### src/rtl/trig_buf_pkg.sv
// rtl/trig_buf_pkg.sv - shared constants and types for the SURF buffer allocator
//
// Contents:
//   NBUF        number of event buffers managed (4)
//   buf_idx_t   2-bit buffer index
//   buf_cnt_t   3-bit held-buffer count (0..4)
//   held_count  population count of a held mask

package trig_buf_pkg;

  localparam int NBUF = 4;

  typedef logic [1:0] buf_idx_t;
  typedef logic [2:0] buf_cnt_t;

  function automatic buf_cnt_t held_count(input logic [NBUF-1:0] held);
    buf_cnt_t c;
    c = '0;
    for (int i = 0; i < NBUF; i++) begin
      c = c + buf_cnt_t'(held[i]);
    end
    return c;
  endfunction

endpackage

### src/rtl/trig_buf_pick.sv
// rtl/trig_buf_pick.sv - round-robin first-free buffer selection (combinational)
//
// Ports:
//   held_i   [NBUF-1:0] in  : buffers currently held
//   ptr_i    [1:0]      in  : scan start index
//   found_o             out : at least one buffer is free
//   idx_o    [1:0]      out : first free index at or after ptr_i, wrapping

module trig_buf_pick
  import trig_buf_pkg::*;
(
  input  logic [NBUF-1:0] held_i,
  input  logic [1:0]      ptr_i,
  output logic            found_o,
  output logic [1:0]      idx_o
);

  always_comb begin
    buf_idx_t cand;
    found_o = 1'b0;
    idx_o   = '0;
    cand    = '0;
    for (int k = 0; k < NBUF; k++) begin
      // 2-bit addition wraps the scan modulo 4
      cand = ptr_i + buf_idx_t'(k);
      if (!found_o && !held_i[cand]) begin
        found_o = 1'b1;
        idx_o   = cand;
      end
    end
  end

endmodule

### src/rtl/trig_buffer_alloc.sv
// rtl/trig_buffer_alloc.sv - SURF event buffer allocator for the master trigger
//
// Optional feature: define TRIG_BUFFER_ALLOC_TIMEOUT_EN to compile in per-buffer
// hold-time counters; otherwise timeout_o is tied to 0.
//
// Ports:
//   sys_clk_i               in  : clock
//   sys_rst_n_i             in  : asynchronous active-low reset
//   trig_i                  in  : trigger request pulse
//   runrst_i                in  : run reset (clears state and errors, sets running)
//   runstop_i               in  : run stop (clears running)
//   free_i                  in  : release pulse for buffer free_buf_i
//   free_buf_i      [1:0]   in  : buffer being released
//   trig_valid_o            out : a buffer was allocated (1 cycle after trig_i)
//   trig_buf_o      [1:0]   out : allocated buffer index
//   held_o     [NBUF-1:0]   out : buffers currently held
//   count_o         [2:0]   out : number of buffers held
//   dead_o                  out : all buffers held while running
//   surf_err_o              out : sticky, an unheld buffer was freed
//   turf_err_o              out : sticky, a trigger arrived with no free buffer
//   timeout_o  [NBUF-1:0]   out : sticky per-buffer hold timeout flags

module trig_buffer_alloc #(
  parameter int          NBUF           = 4,
  parameter logic [23:0] TIMEOUT_CYCLES = 24'd12500000
) (
  input  logic            sys_clk_i,
  input  logic            sys_rst_n_i,
  input  logic            trig_i,
  input  logic            runrst_i,
  input  logic            runstop_i,
  input  logic            free_i,
  input  logic [1:0]      free_buf_i,
  output logic            trig_valid_o,
  output logic [1:0]      trig_buf_o,
  output logic [NBUF-1:0] held_o,
  output logic [2:0]      count_o,
  output logic            dead_o,
  output logic            surf_err_o,
  output logic            turf_err_o,
  output logic [NBUF-1:0] timeout_o
);

  import trig_buf_pkg::*;

  logic [NBUF-1:0] held_q, held_d;
  buf_idx_t        ptr_q, ptr_d;
  logic            running_q, running_d;
  logic            surf_err_q, surf_err_d;
  logic            turf_err_q, turf_err_d;
  logic            trig_valid_q, trig_valid_d;
  buf_idx_t        trig_buf_q, trig_buf_d;

  logic            pick_found;
  buf_idx_t        pick_idx;
  logic            alloc_en;

  // Selection looks only at the registered held mask, so a same-cycle free
  // cannot satisfy a trigger.
  trig_buf_pick u_pick (
    .held_i  (held_q),
    .ptr_i   (ptr_q),
    .found_o (pick_found),
    .idx_o   (pick_idx)
  );

  always_comb begin
    held_d       = held_q;
    ptr_d        = ptr_q;
    running_d    = running_q;
    surf_err_d   = surf_err_q;
    turf_err_d   = turf_err_q;
    trig_valid_d = 1'b0;
    trig_buf_d   = trig_buf_q;
    alloc_en     = 1'b0;

    if (runrst_i) begin
      // Run reset swallows any trigger or free in the same cycle.
      held_d     = '0;
      ptr_d      = '0;
      running_d  = 1'b1;
      surf_err_d = 1'b0;
      turf_err_d = 1'b0;
      trig_buf_d = '0;
    end else begin
      if (runstop_i) begin
        running_d = 1'b0;
      end

      if (free_i) begin
        if (!held_q[free_buf_i] && running_q) begin
          surf_err_d = 1'b1;
        end
        held_d[free_buf_i] = 1'b0;
      end

      // Applied after the free so an allocation of the same index wins.
      if (trig_i) begin
        if (pick_found) begin
          alloc_en         = 1'b1;
          held_d[pick_idx] = 1'b1;
          ptr_d            = pick_idx + buf_idx_t'(1);
          trig_valid_d     = 1'b1;
          trig_buf_d       = pick_idx;
        end else if (running_q) begin
          turf_err_d = 1'b1;
        end
      end
    end
  end

  always_ff @(posedge sys_clk_i or negedge sys_rst_n_i) begin
    if (!sys_rst_n_i) begin
      held_q       <= '0;
      ptr_q        <= '0;
      running_q    <= 1'b0;
      surf_err_q   <= 1'b0;
      turf_err_q   <= 1'b0;
      trig_valid_q <= 1'b0;
      trig_buf_q   <= '0;
    end else begin
      held_q       <= held_d;
      ptr_q        <= ptr_d;
      running_q    <= running_d;
      surf_err_q   <= surf_err_d;
      turf_err_q   <= turf_err_d;
      trig_valid_q <= trig_valid_d;
      trig_buf_q   <= trig_buf_d;
    end
  end

  assign trig_valid_o = trig_valid_q;
  assign trig_buf_o   = trig_buf_q;
  assign held_o       = held_q;
  assign count_o      = held_count(held_q);
  assign dead_o       = (held_count(held_q) == buf_cnt_t'(NBUF)) && running_q;
  assign surf_err_o   = surf_err_q;
  assign turf_err_o   = turf_err_q;

`ifdef TRIG_BUFFER_ALLOC_TIMEOUT_EN
  logic [23:0]     tcnt_q [NBUF];
  logic [NBUF-1:0] tout_q;

  always_ff @(posedge sys_clk_i or negedge sys_rst_n_i) begin
    if (!sys_rst_n_i) begin
      for (int i = 0; i < NBUF; i++) begin
        tcnt_q[i] <= '0;
      end
      tout_q <= '0;
    end else if (runrst_i) begin
      for (int i = 0; i < NBUF; i++) begin
        tcnt_q[i] <= '0;
      end
      tout_q <= '0;
    end else begin
      for (int i = 0; i < NBUF; i++) begin
        if (alloc_en && (pick_idx == buf_idx_t'(i))) begin
          tcnt_q[i] <= '0;
        end else if (held_q[i] && (tcnt_q[i] < TIMEOUT_CYCLES)) begin
          tcnt_q[i] <= tcnt_q[i] + 24'd1;
          if ((tcnt_q[i] + 24'd1) == TIMEOUT_CYCLES) begin
            tout_q[i] <= 1'b1;
          end
        end
      end
    end
  end

  assign timeout_o = tout_q;
`else
  logic unused_timeout_cfg;
  assign unused_timeout_cfg = ^{TIMEOUT_CYCLES, alloc_en};
  assign timeout_o          = '0;
`endif

endmodule

### config.mk
export PLATFORM = sky130hd
export DESIGN_NAME = trig_buffer_alloc
export DESIGN_NICKNAME = d
export VERILOG_FILES = /design/src/rtl/trig_buf_pkg.sv /design/src/rtl/trig_buf_pick.sv /design/src/rtl/trig_buffer_alloc.sv
export SDC_FILE = /design/constraint.sdc
export NUM_CORES = 1
export LEC_CHECK = 0
export BUFFER_PORTS_ARGS = -buffer_cell sky130_fd_sc_hd__buf_2
export CORE_MARGIN = 3
export CORE_UTILIZATION = 47
export CTS_CLUSTER_DIAMETER = 80
export CTS_CLUSTER_SIZE = 30
export DETAILED_ROUTE_END_ITERATION = 8
export MAX_ROUTING_LAYER = met4
export PLACE_DENSITY_LB_ADDON = 0.08
export SLEW_MARGIN = 20
export SYNTH_ARGS = -nofsm -noshare
export SYNTH_HDL_FRONTEND = slang
export SYNTH_SLANG_ARGS = --single-unit
export TNS_END_PERCENT = 20
### constraint.sdc
create_clock -name sys_clk_i -period 2.1 [get_ports sys_clk_i]
set_input_delay 0.21 -clock sys_clk_i [delete_from_list [all_inputs] [get_ports sys_clk_i]]
set_output_delay 0.21 -clock sys_clk_i [all_outputs]
set_load 0.05 [all_outputs]
After elaboration in Yosys (flattened, before gate mapping):

Index checks and enable logic that the tools add are counted.

* add/sub/neg operators: 7
* mux-type cells: 45
* order comparisons: 8
* reduce and logical (&&, ||, !) cells: 22
* equal/unequal tests: 2
* bitwise operators: 3

Operator list (number)
* $mux W1: 23
* $mux W2: 10
* $mux W4: 5
* $lt A2 B3 Y1 const B: 6
* $reduce_bool A2 Y1: 6
* $bmux W1 S2: 5
* $logic_and A1 B1 Y1: 7
* $logic_not A1 Y1: 6
* $add A2 B1 Y2 const B: 2
* $add A2 B2 Y2 const B: 2
* $and A4 B4 Y4: 1
* $demux W1 S2: 2
* $ge A2 B1 Y1 const B: 2
* $not A4 Y4: 1
* $or A4 B4 Y4: 1
* $reduce_and A2 Y1: 2
* $add A2 B1 Y3: 1
* $add A3 B1 Y3: 1
* $eq A3 B3 Y1 const B: 1
* $reduce_and A3 Y1: 1
* $add A1 B1 Y2: 1
* $ne A2 B2 Y1 const B: 1

* input bits: 8
* register bits after elaboration: 12
* word-level logic and storage cells: 94
* output and inout bits: 17

Logic depth before layout (Yosys ltp):

Gate-level depths: netlist of the first run.

* depth after elaboration: 20
* gate-level depth with buffers: 7
* depth with buffers taken out: 6

By module:

A second synthesis of the first run with hierarchy kept.

* cell total of the unflattened synthesis: 79
* area total of the unflattened synthesis: 779.5 um^2

Modules (own cells, without submodules)
* trig_buffer_alloc: area an instance 689.4 um^2, cells an instance 69, seq. area each 300.3 um^2, times used 1
* trig_buf_pick: area an instance 90.1 um^2, cells an instance 10, seq. area each 0.0 um^2, times used 1

Worst setup path before layout of the first run:

Ideal clock, no wire load.

* kind: reg-to-output
* start point: reg held_q[3], in the netlist held_o[3]
* end point: out dead_o
* required time: 1.890 ns
* path buffers: 1
* arrival: 3.689 ns
* stages on the path, launching flop included: 8
* setup slack: -1.799 ns
* cells stage by stage: dfrtp_1 -> buf_2 -> inv_1 -> fa_1 -> inv_1 -> ha_1 -> ha_1 -> nor4bb_1

* cells in the longest elaborated chain, start to end: 3

Ends and longest elaborated chain
* from (decl): RTL line trig_buffer_alloc.sv:46 `logic [NBUF-1:0] held_q, held_d;`
* from (signal assigned): RTL line trig_buffer_alloc.sv:122 `held_q <= held_d;`
* $add A3 B1 Y3
* via count_o[1]: RTL line trig_buffer_alloc.sv:37 `output logic [2:0] count_o,`
* $eq A3 B3 Y1: RTL line trig_buffer_alloc.sv:136 `assign dead_o = (held_count(held_q) == buf_cnt_t'(NBUF)) && running_q;`
* $logic_and A1 B1 Y1: RTL line trig_buffer_alloc.sv:136
* to (decl): RTL line trig_buffer_alloc.sv:38 `output logic dead_o,`

The timed path passes the listed nets, and every way through them passes these cells.

Worst setup path after layout of the first run:

* start point: reg held_q[0], in the netlist held_o[0]
* end point: out dead_o

* cells in the longest elaborated chain, start to end: 5

Ends and longest elaborated chain
* $add A1 B1 Y2: RTL line trig_buf_pkg.sv:20 `c = c + buf_cnt_t'(held[i]);`
* $add A2 B1 Y3: RTL line trig_buf_pkg.sv:20
* $add A3 B1 Y3: RTL line trig_buf_pkg.sv:20
* $eq A3 B3 Y1: RTL line trig_buffer_alloc.sv:136
* $logic_and A1 B1 Y1: RTL line trig_buffer_alloc.sv:136

No other way between the ends.

==> impl_metrics.env, run 1 <==
export IMPL_status="finished with violations"
export IMPL_violations="setup timing"
export IMPL_cts_tree="done"
export IMPL_period_share_pct=110.8
export IMPL_htree_levels=1
export IMPL_pwr_share_comb_pct=47.5
export IMPL_p_per_area_mw_per_mm2=913.0
export IMPL_grt_pass1_wl_mm=2.753
export IMPL_crit_type="flop to primary output"
export IMPL_synth_top_family_by_area="simple AND/OR/NAND/NOR gates"
export IMPL_core_mm2=0.001415
export IMPL_drt_iter0_markers=12
export IMPL_dpl_cell_area_um2=925.9
export IMPL_max_freq_mhz=429.6
export IMPL_clockPowerShare_pct=21.0
export IMPL_yosys_register_bits=12
export IMPL_hp_class="input port to flop"
export IMPL_critPathCaptureType="primary output"
export IMPL_avgSynthCellArea_um2=9.286
export IMPL_grt_usage_pct=18.97
export IMPL_die_y_um=46.50
export IMPL_finalPower_uw=895.6
export IMPL_p_leak_nw=0.4773
export IMPL_layout_common_cells="buf_2, nand2_1, dfrtp_1, nor2_1, inv_1"
export IMPL_drc=0
export IMPL_switchingPower_uw=392.6
export IMPL_die_w_um=46.50
export IMPL_cts_root_buf="clkbuf_4"
export IMPL_worst_endpoint_required_ps=1890
export IMPL_drv_cap=0
export IMPL_worstPathMaxFanout=2
export IMPL_arrival_ps=2120
export IMPL_antenna_found_initial=0
export IMPL_postSynthCellCount=83
export IMPL_ir_drop_uv=664.2
export IMPL_num_io_pins=25
export IMPL_p_int_uw=503.0
export IMPL_synth_edf_count=0
export IMPL_synth_ff_type="dfrtp_1"
export IMPL_dieArea_mm2=0.002162
export IMPL_port_buffers=20
export IMPL_synth_compound_area_share_pct=17.69
export IMPL_post_route_util_pct=69.32
export IMPL_netlist_area_leader_share_pct=38.96
export IMPL_vias_per_cell=5.677
export IMPL_pre_cts_ws_ps=-23.79
export IMPL_ys_types=34
export IMPL_setup_viol=2
export IMPL_clk_insertion_delay_late_ps=270
export IMPL_area_growth_pct=27.27
export IMPL_cts_buffer_depth=2
export IMPL_synth_xor_area_share_pct=0
export IMPL_fin_area_um2=980.9
export IMPL_muxShareOfSynthArea_pct=2.922
export IMPL_grt_pass1_vias=615
export IMPL_diodes=0
export IMPL_synth_seq_area_share_pct=38.96
export IMPL_finalHoldViolCount=0
export IMPL_gp_congestion=0.7818
export IMPL_grt_start_max_net_pins=15
export IMPL_final_common_cell="buf_2"
export IMPL_fin_nets=121
export IMPL_p_sw_share_pct=43.84
export IMPL_drtPass1Iterations=4
export IMPL_synth_adder_area_share_pct=5.844
export IMPL_slew_violations=0
export IMPL_drive_gt1_share_pct=37.61
export IMPL_postCtsSetupBuffers=0
export IMPL_num_vias=704
export IMPL_cts_buffers=3
export IMPL_synth_area_leaders="dfrtp_1, nand2_1, buf_4, inv_1, nor2_1"
export IMPL_start_util_pct=54.47
export IMPL_dp_cells=119
export IMPL_synthArstFlopShare_pct=100.0
export IMPL_dp_final_hpwl_mm=1.307
export IMPL_syn_area_um2=770.7
export IMPL_crit_path_start_kind="flop"
export IMPL_rsz0062_at_grt="yes"
export IMPL_path_clk_slew_ps=80
export IMPL_period_minus_slack_ps=2328
export IMPL_grt_overflow_total=0
export IMPL_yosys_area_share_simple_pct=25.16
export IMPL_tns_ps=-307.0
export IMPL_final_cells=124
export IMPL_power_frac_seq_pct=31.5
export IMPL_final_antenna_net_count=0
export IMPL_wl_per_cell_um=13.88
export IMPL_rows=13
export IMPL_yosys_warnings=0
export IMPL_clock_sinks=12
export IMPL_whs_ps=194.6
export IMPL_skew_ps=1.647
export IMPL_synth_area_leader_cell="dfrtp_1"
export IMPL_wl_mm=1.721
export IMPL_worst_slack_ps=-227.8
## critical path, stage by stage, from the launching register on
cell and delay, ps:
dfrtp_2 380, inv_2 50, fa_1 520, inv_1 40
ha_2 170, ha_4 220, nor4bb_4 270, buf_6 190
## repair_timing
action                                  CTS  global route
endpoints found under the setup margin    2             3
pin swaps                                 1             0
hold endpoints to repair                 12             0
hold buffers                              1             0
gates resized for setup                   2             1
## final cells by class
cell class | count | area (um^2)
clock buffers | 4 | 36.28
well taps | 15 | 18.77
flip-flops and latches | 12 | 304.0
repair buffers | 25 | 148.9
fillers | 131 | 434.2
inverters | 8 | 30.03
multi-input cells | 60 | 442.9
## sequential cells by signal, summed over array words and instances (netlist names)
signal,flops
surf_err_o,1
turf_err_o,1
trig_buf_o,2
held_o,4
ptr_q,2
running_q,1
trig_valid_o,1
## cells by family (layout without fill, tap and decap cells)
family / Yosys count / in the layout
and+or+nand+nor: 33 / 33
other: 1 / 4
DFF: 12 / 12
AOI/OAI and AO/OA: 19 / 19
muxes: 1 / 1
buffers and inverters: 14 / 37
adders and majority gates: 3 / 3
## cells in the mapped netlist, drive strengths merged (2+ instances only)
master and count:
buf 5, a31oi 2, nand4 2, a21oi 5
o21ai 2, inv 8, o2bb2ai 2, nand2 9
nand2b 2, nor2 8, a21o 3, dfrtp 12
ha 2, nor3 2
## routing by layer
metal	vias up	part of all wire, %	GRT usage [%]
met2	19	47	30.49
li1	340	-	-
met1	339	45	22.87
met4	0	3.1	8.523
met5	-	0	-
met3	6	4.6	3.516
## power by group through the flow
| stage | registers [mW] | clock network, mW | logic [mW] |
|---|---|---|---|
| global placement | 0.286 | 0 | 0.407 |
| detailed placement | 0.287 | 0 | 0.412 |
| global route | 0.287 | 0.201 | 0.456 |
| finish | 0.282 | 0.188 | 0.425 |
| floorplan | 0.359 | 0 | 0.252 |
| CTS | 0.283 | 0.190 | 0.414 |
## worst paths after layout
kind / from / endpoint / slack (ps) / depth (start not counted)
max: held_o[0] / dead_o / -230 / 7
min: runstop_i / running_q / 190 / 3
max reg2reg: held_o[3] / held_o[3] / 420 / 6
min reg2reg: surf_err_o / surf_err_o / 500 / 2
max in group asynchronous: sys_rst_n_i / held_o[3] / 1540 / 2
min in group asynchronous: sys_rst_n_i / trig_buf_o[1] / 330 / 2
Note: power is estimated with default switching activity, not from simulation.
==> run 2, diff against run 1 <==
==> constraint.sdc (replaced) <==
create_clock -name sys_clk_i -period 2.1 [get_ports sys_clk_i]
set_input_delay 0.315 -clock sys_clk_i [delete_from_list [all_inputs] [get_ports sys_clk_i]]
set_output_delay 0.315 -clock sys_clk_i [all_outputs]
set_load 0.05 [all_outputs]
==> impl_metrics.env, run 2 (synthesis results as in run 1) <==
export IMPL_status="finished with violations"
export IMPL_violations="setup timing"
export IMPL_worstPathMaxFanout=2
export IMPL_clk_insertion_delay_late_ps=270
export IMPL_drtPass1Iterations=4
export IMPL_period_minus_slack_ps=2425
export IMPL_critPathCaptureType="primary output"
export IMPL_die_y_um=46.50
export IMPL_post_route_util_pct=71.00
export IMPL_drt_iter0_markers=23
export IMPL_hp_class="input port to flop"
export IMPL_largest_register_ffs=4
export IMPL_dp_cells=119
export IMPL_start_util_pct=54.47
export IMPL_wl_mm=1.748
export IMPL_diodes=0
export IMPL_crit_path_start_kind="flop"
export IMPL_cts_buffer_depth=2
export IMPL_cp_startpoint="held_o[0]"
export IMPL_finalPower_uw=933.1
export IMPL_die_w_um=46.50
export IMPL_tns_ps=-501.4
export IMPL_fin_nets=121
export IMPL_path_delay_family="adder cells"
export IMPL_rsz0062_at_grt="yes"
export IMPL_final_antenna_net_count=0
export IMPL_max_freq_mhz=412.4
export IMPL_final_cells=124
export IMPL_cts_root_buf="clkbuf_4"
export IMPL_slew_violations=0
export IMPL_crit_chain="inv_2 > fa_1 > inv_1 > ha_4 > ha_4 > nor4bb_4 > buf_6"
export IMPL_crit_type="flop to primary output"
export IMPL_crit_path_top_delay_cell="fa_1"
export IMPL_drv_cap=0
export IMPL_grt_pass1_wl_mm=2.815
export IMPL_p_leak_nw=0.4812
export IMPL_clock_sinks=12
export IMPL_port_buffers=20
export IMPL_skew_ps=2.198
export IMPL_pre_cts_ws_ps=-128.8
export IMPL_dieArea_mm2=0.002162
export IMPL_layout_common_cells="buf_2, nand2_1, dfrtp_1, nor2_1, inv_1"
export IMPL_vias_per_cell=5.694
export IMPL_regToRegStartpoint="held_o[3]"
export IMPL_max_stage_delay_ps=520
export IMPL_worst_slack_ps=-325.0
export IMPL_area_growth_pct=30.36
export IMPL_drc=0
export IMPL_gp_congestion=0.7818
export IMPL_cts_buffers=3
export IMPL_p_per_area_mw_per_mm2=928.7
export IMPL_dp_final_hpwl_mm=1.307
export IMPL_grt_start_max_net_pins=15
export IMPL_critPathMostFrequentCell="ha_4"
export IMPL_num_vias=706
export IMPL_setup_viol=2
export IMPL_final_common_cell="buf_2"
export IMPL_grt_pass1_vias=618
export IMPL_finalHoldViolCount=0
export IMPL_htree_levels=1
export IMPL_cts_tree="done"
export IMPL_grt_overflow_total=0
export IMPL_period_share_pct=115.5
export IMPL_wl_per_cell_um=14.10
export IMPL_drive_gt1_share_pct=38.53
export IMPL_antenna_found_initial=0
export IMPL_critPathBufInv=3
export IMPL_ir_drop_uv=669.8
export IMPL_rows=13
export IMPL_hold_path_startpoint="runstop_i"
export IMPL_arrival_ps=2110
export IMPL_path_clk_slew_ps=80
export IMPL_grt_usage_pct=19.55
export IMPL_num_io_pins=25
export IMPL_core_mm2=0.001415
export IMPL_worst_endpoint_required_ps=1780
[run 2: changes by cell type in the layout (fill, tap and decap cells not counted), sizes merged]
cell    before  now
clkbuf       5    4
buf         23   24
[run 2: metal layers]
metal | global-route usage (%) | vias up | routed length (um)
met4 | 8.523 | 0 | 36
li1 | - | 337 | -
met2 | 30.77 | 24 | 843
met3 | 3.516 | 5 | 97
met1 | 24.33 | 340 | 771
met5 | - | - | 0
[run 2: layout make-up]
cell class                 instances  area [um^2]
tap                               15        18.77
multi-input combinational         60        452.9
sequential                        12        304.0
timing repair buffer              25        162.7
fill                             125        410.4
clock buffer                       4        36.28
inverter                           8        30.03
[run 2: where the power goes]
group          switching, mW  internal, mW
Clock                 0.0829         0.105
Sequential            0.0258         0.258
Combinational          0.293         0.168
[run 2: final timing paths]
check	endpoint	cells after the start	slack (ps)
min in group asynchronous	trig_valid_o	2	430
max in group asynchronous	held_o[3]	2	1430
setup / recovery	dead_o	7	-320
hold / removal	running_q	3	300
hold reg to reg	surf_err_o	2	500
setup reg to reg	held_o[3]	6	420
[run 2: worst reg2reg max path: cells and delay by family, from the launching register on]
kind                   cells  cell delay [ps]
buffers and inverters      2              350
AO/OA/AOI/OAI              1              110
flip-flops                 1              400
AND/OR/NAND/NOR            3              730
[run 2: through the flow]
| step | hold WS, ps | instance area, um^2 |
|---|---|---|
| 3_5_place_dp | 204.0 | 925.9 |
| 5_1_grt | 319.5 | 1005 |
| 2_1_floorplan | 19.41 | 822.0 |
| 3_3_place_gp | 203.3 | 925.9 |
| 6_report | 299.2 | 1005 |
| 4_1_cts | 300.4 | 984.7 |
[run 2: repair_timing]
action / 4_1_cts / 5_1_grt
pin swaps: 1 / 0
cloned: 0 / 0
hold endpoints to repair: 12 / 0
resized for setup: 4 / 6
buffers inserted: 0 / 0
setup endpoints to repair: 4 / 4
hold buffers: 1 / 0
==> run 3, diff against run 2 <==
Settings changed: BUFFER_PORTS_ARGS -buffer_cell sky130_fd_sc_hd__buf_2 to not set, DONT_BUFFER_PORTS set to 1.
==> impl_metrics.env, run 3 (synthesis results as in run 1) <==
export IMPL_status="finished with violations"
export IMPL_violations="setup timing"
export IMPL_final_antenna_net_count=0
export IMPL_worst_slack_ps=-368.4
export IMPL_worst_endpoint_required_ps=1780
export IMPL_layout_common_cells="buf_4, nand2_1, dfrtp_1, nor2_1, a21oi_1"
export IMPL_drc=0
export IMPL_endpoint="dead_o"
export IMPL_start_util_pct=54.47
export IMPL_dp_final_hpwl_mm=1.378
export IMPL_crit_path_top_delay_cell="fa_1"
export IMPL_post_route_util_pct=67.73
export IMPL_antenna_found_initial=0
export IMPL_area_growth_pct=24.35
export IMPL_cts_root_buf="clkbuf_4"
export IMPL_wl_per_cell_um=16.29
export IMPL_htree_levels=1
export IMPL_clock_sinks=12
export IMPL_met2_usage_pct=30.77
export IMPL_cts_tree="done"
export IMPL_worst_r2r_endpoint="ptr_q[1]"
export IMPL_postCtsSetupBuffers=0
export IMPL_drtPass1Iterations=4
export IMPL_cts_buffers=3
export IMPL_path_clk_slew_ps=80
export IMPL_p_per_area_mw_per_mm2=941.7
export IMPL_skew_ps=1.213
export IMPL_regToRegStartpoint="held_o[3]"
export IMPL_max_stage_delay_ps=550
export IMPL_tns_ps=-502.7
export IMPL_grtUsageMet3_pct=4.297
export IMPL_die_y_um=46.50
export IMPL_grt_busiest_layer="met2"
export IMPL_largest_register_ffs=4
export IMPL_gp_congestion=0.8805
export IMPL_grt_pass1_vias=581
export IMPL_r2r_cells=5
export IMPL_num_vias=644
export IMPL_setup_viol=2
export IMPL_finalPower_uw=902.5
export IMPL_cts_buffer_depth=2
export IMPL_grt_usage_pct=19.83
export IMPL_rsz0062_at_grt="yes"
export IMPL_drive_gt1_share_pct=32.99
export IMPL_critPathCaptureType="primary output"
export IMPL_cp_startpoint="held_o[0]"
export IMPL_die_w_um=46.50
export IMPL_core_mm2=0.001415
export IMPL_rows=13
export IMPL_vias_per_cell=5.750
export IMPL_r2r_slack_ps=240
export IMPL_drv_cap=0
export IMPL_drt_iter0_markers=24
export IMPL_pre_cts_ws_ps=-103.0
export IMPL_port_buffers=0
export IMPL_worstPathMaxFanout=2
export IMPL_slew_violations=0
export IMPL_grt_start_max_net_pins=15
export IMPL_path_depth=7
export IMPL_period_share_pct=117.5
export IMPL_maxSlewHeadroom_pct=63.07
export IMPL_arrival_ps=2150
export IMPL_crit_chain="inv_2 > fa_1 > inv_2 > ha_4 > ha_4 > nor4bb_4 > buf_12"
export IMPL_fin_nets=109
export IMPL_dp_cells=107
export IMPL_critPathBufInv=3
export IMPL_ir_drop_uv=613.6
export IMPL_final_common_cell="buf_4"
export IMPL_grtUsageMet1_pct=25.36
export IMPL_grt_pass1_wl_mm=2.829
export IMPL_crit_path_start_kind="flop"
export IMPL_num_io_pins=25
export IMPL_diodes=0
export IMPL_worstMarginPinSlew_ps=552.1
export IMPL_clk_insertion_delay_late_ps=280
export IMPL_period_minus_slack_ps=2468
export IMPL_grt_overflow_total=0
export IMPL_finalHoldViolCount=0
export IMPL_crit_type="flop to primary output"
export IMPL_max_freq_mhz=405.1
export IMPL_p_leak_nw=0.4233
export IMPL_path_delay_family="adder cells"
export IMPL_dieArea_mm2=0.002162
export IMPL_wl_mm=1.825
export IMPL_hp_class="input port to flop"
export IMPL_final_cells=112
run 3: cell types whose count changed in the layout (fill, tap and decap cells not counted), sizes merged:
cell | previous run | this run
buf | 24 | 12
run 3: power breakdown:
group / internal [mW] / total [mW] / switching (mW)
logic: 0.149 / 0.400 / 0.250
registers: 0.258 / 0.313 / 0.0551
clock network: 0.106 / 0.190 / 0.0844
total: 0.513 / 0.903 / 0.390
run 3: timing repair:
| action | CTS | global route |
|---|---|---|
| resized for setup | 4 | 1 |
| hold buffers | 1 | 0 |
| pin swaps | 1 | 0 |
| setup endpoints to repair | 4 | 3 |
| gates cloned | 0 | 0 |
| endpoints found under the hold margin | 12 | 0 |
run 3: cell type report:
class                      instances  area [um^2]
inverter                           8        30.03
sequential                        12        304.0
timing repair buffer              13        116.4
tap                               15        18.77
clock buffer                       4        36.28
fill                             117        456.7
multi-input combinational         60        452.9
run 3: worst min path at each step:
stage | startpoint | end | slack, ps | depth (start not counted)
after floorplan | sys_rst_n_i | held_o[0] | 20 | 0
after global placement | sys_rst_n_i | trig_valid_o | 20 | 0
after detailed placement | sys_rst_n_i | trig_valid_o | 20 | 0
after CTS | runrst_i | trig_buf_o[1] | 80 | 1
after global routing | runrst_i | trig_buf_o[1] | 70 | 1
final | runrst_i | trig_buf_o[1] | 80 | 1
run 3: layer usage:
layer	up-vias	share of wire (%)	routed length (um)
li1	313	-	-
met1	296	42	773
met2	30	48	884
met3	5	7.3	133
met4	0	1.9	34
met5	-	0	0
run 3: metrics by stage:
stage	instance area, um^2	hold slack (ps)
2_1_floorplan	822.0	19.41
6_report	958.4	80.92
5_1_grt	958.4	72.84
3_3_place_gp	898.4	19.66
4_1_cts	954.7	84.00
3_5_place_dp	898.4	19.69
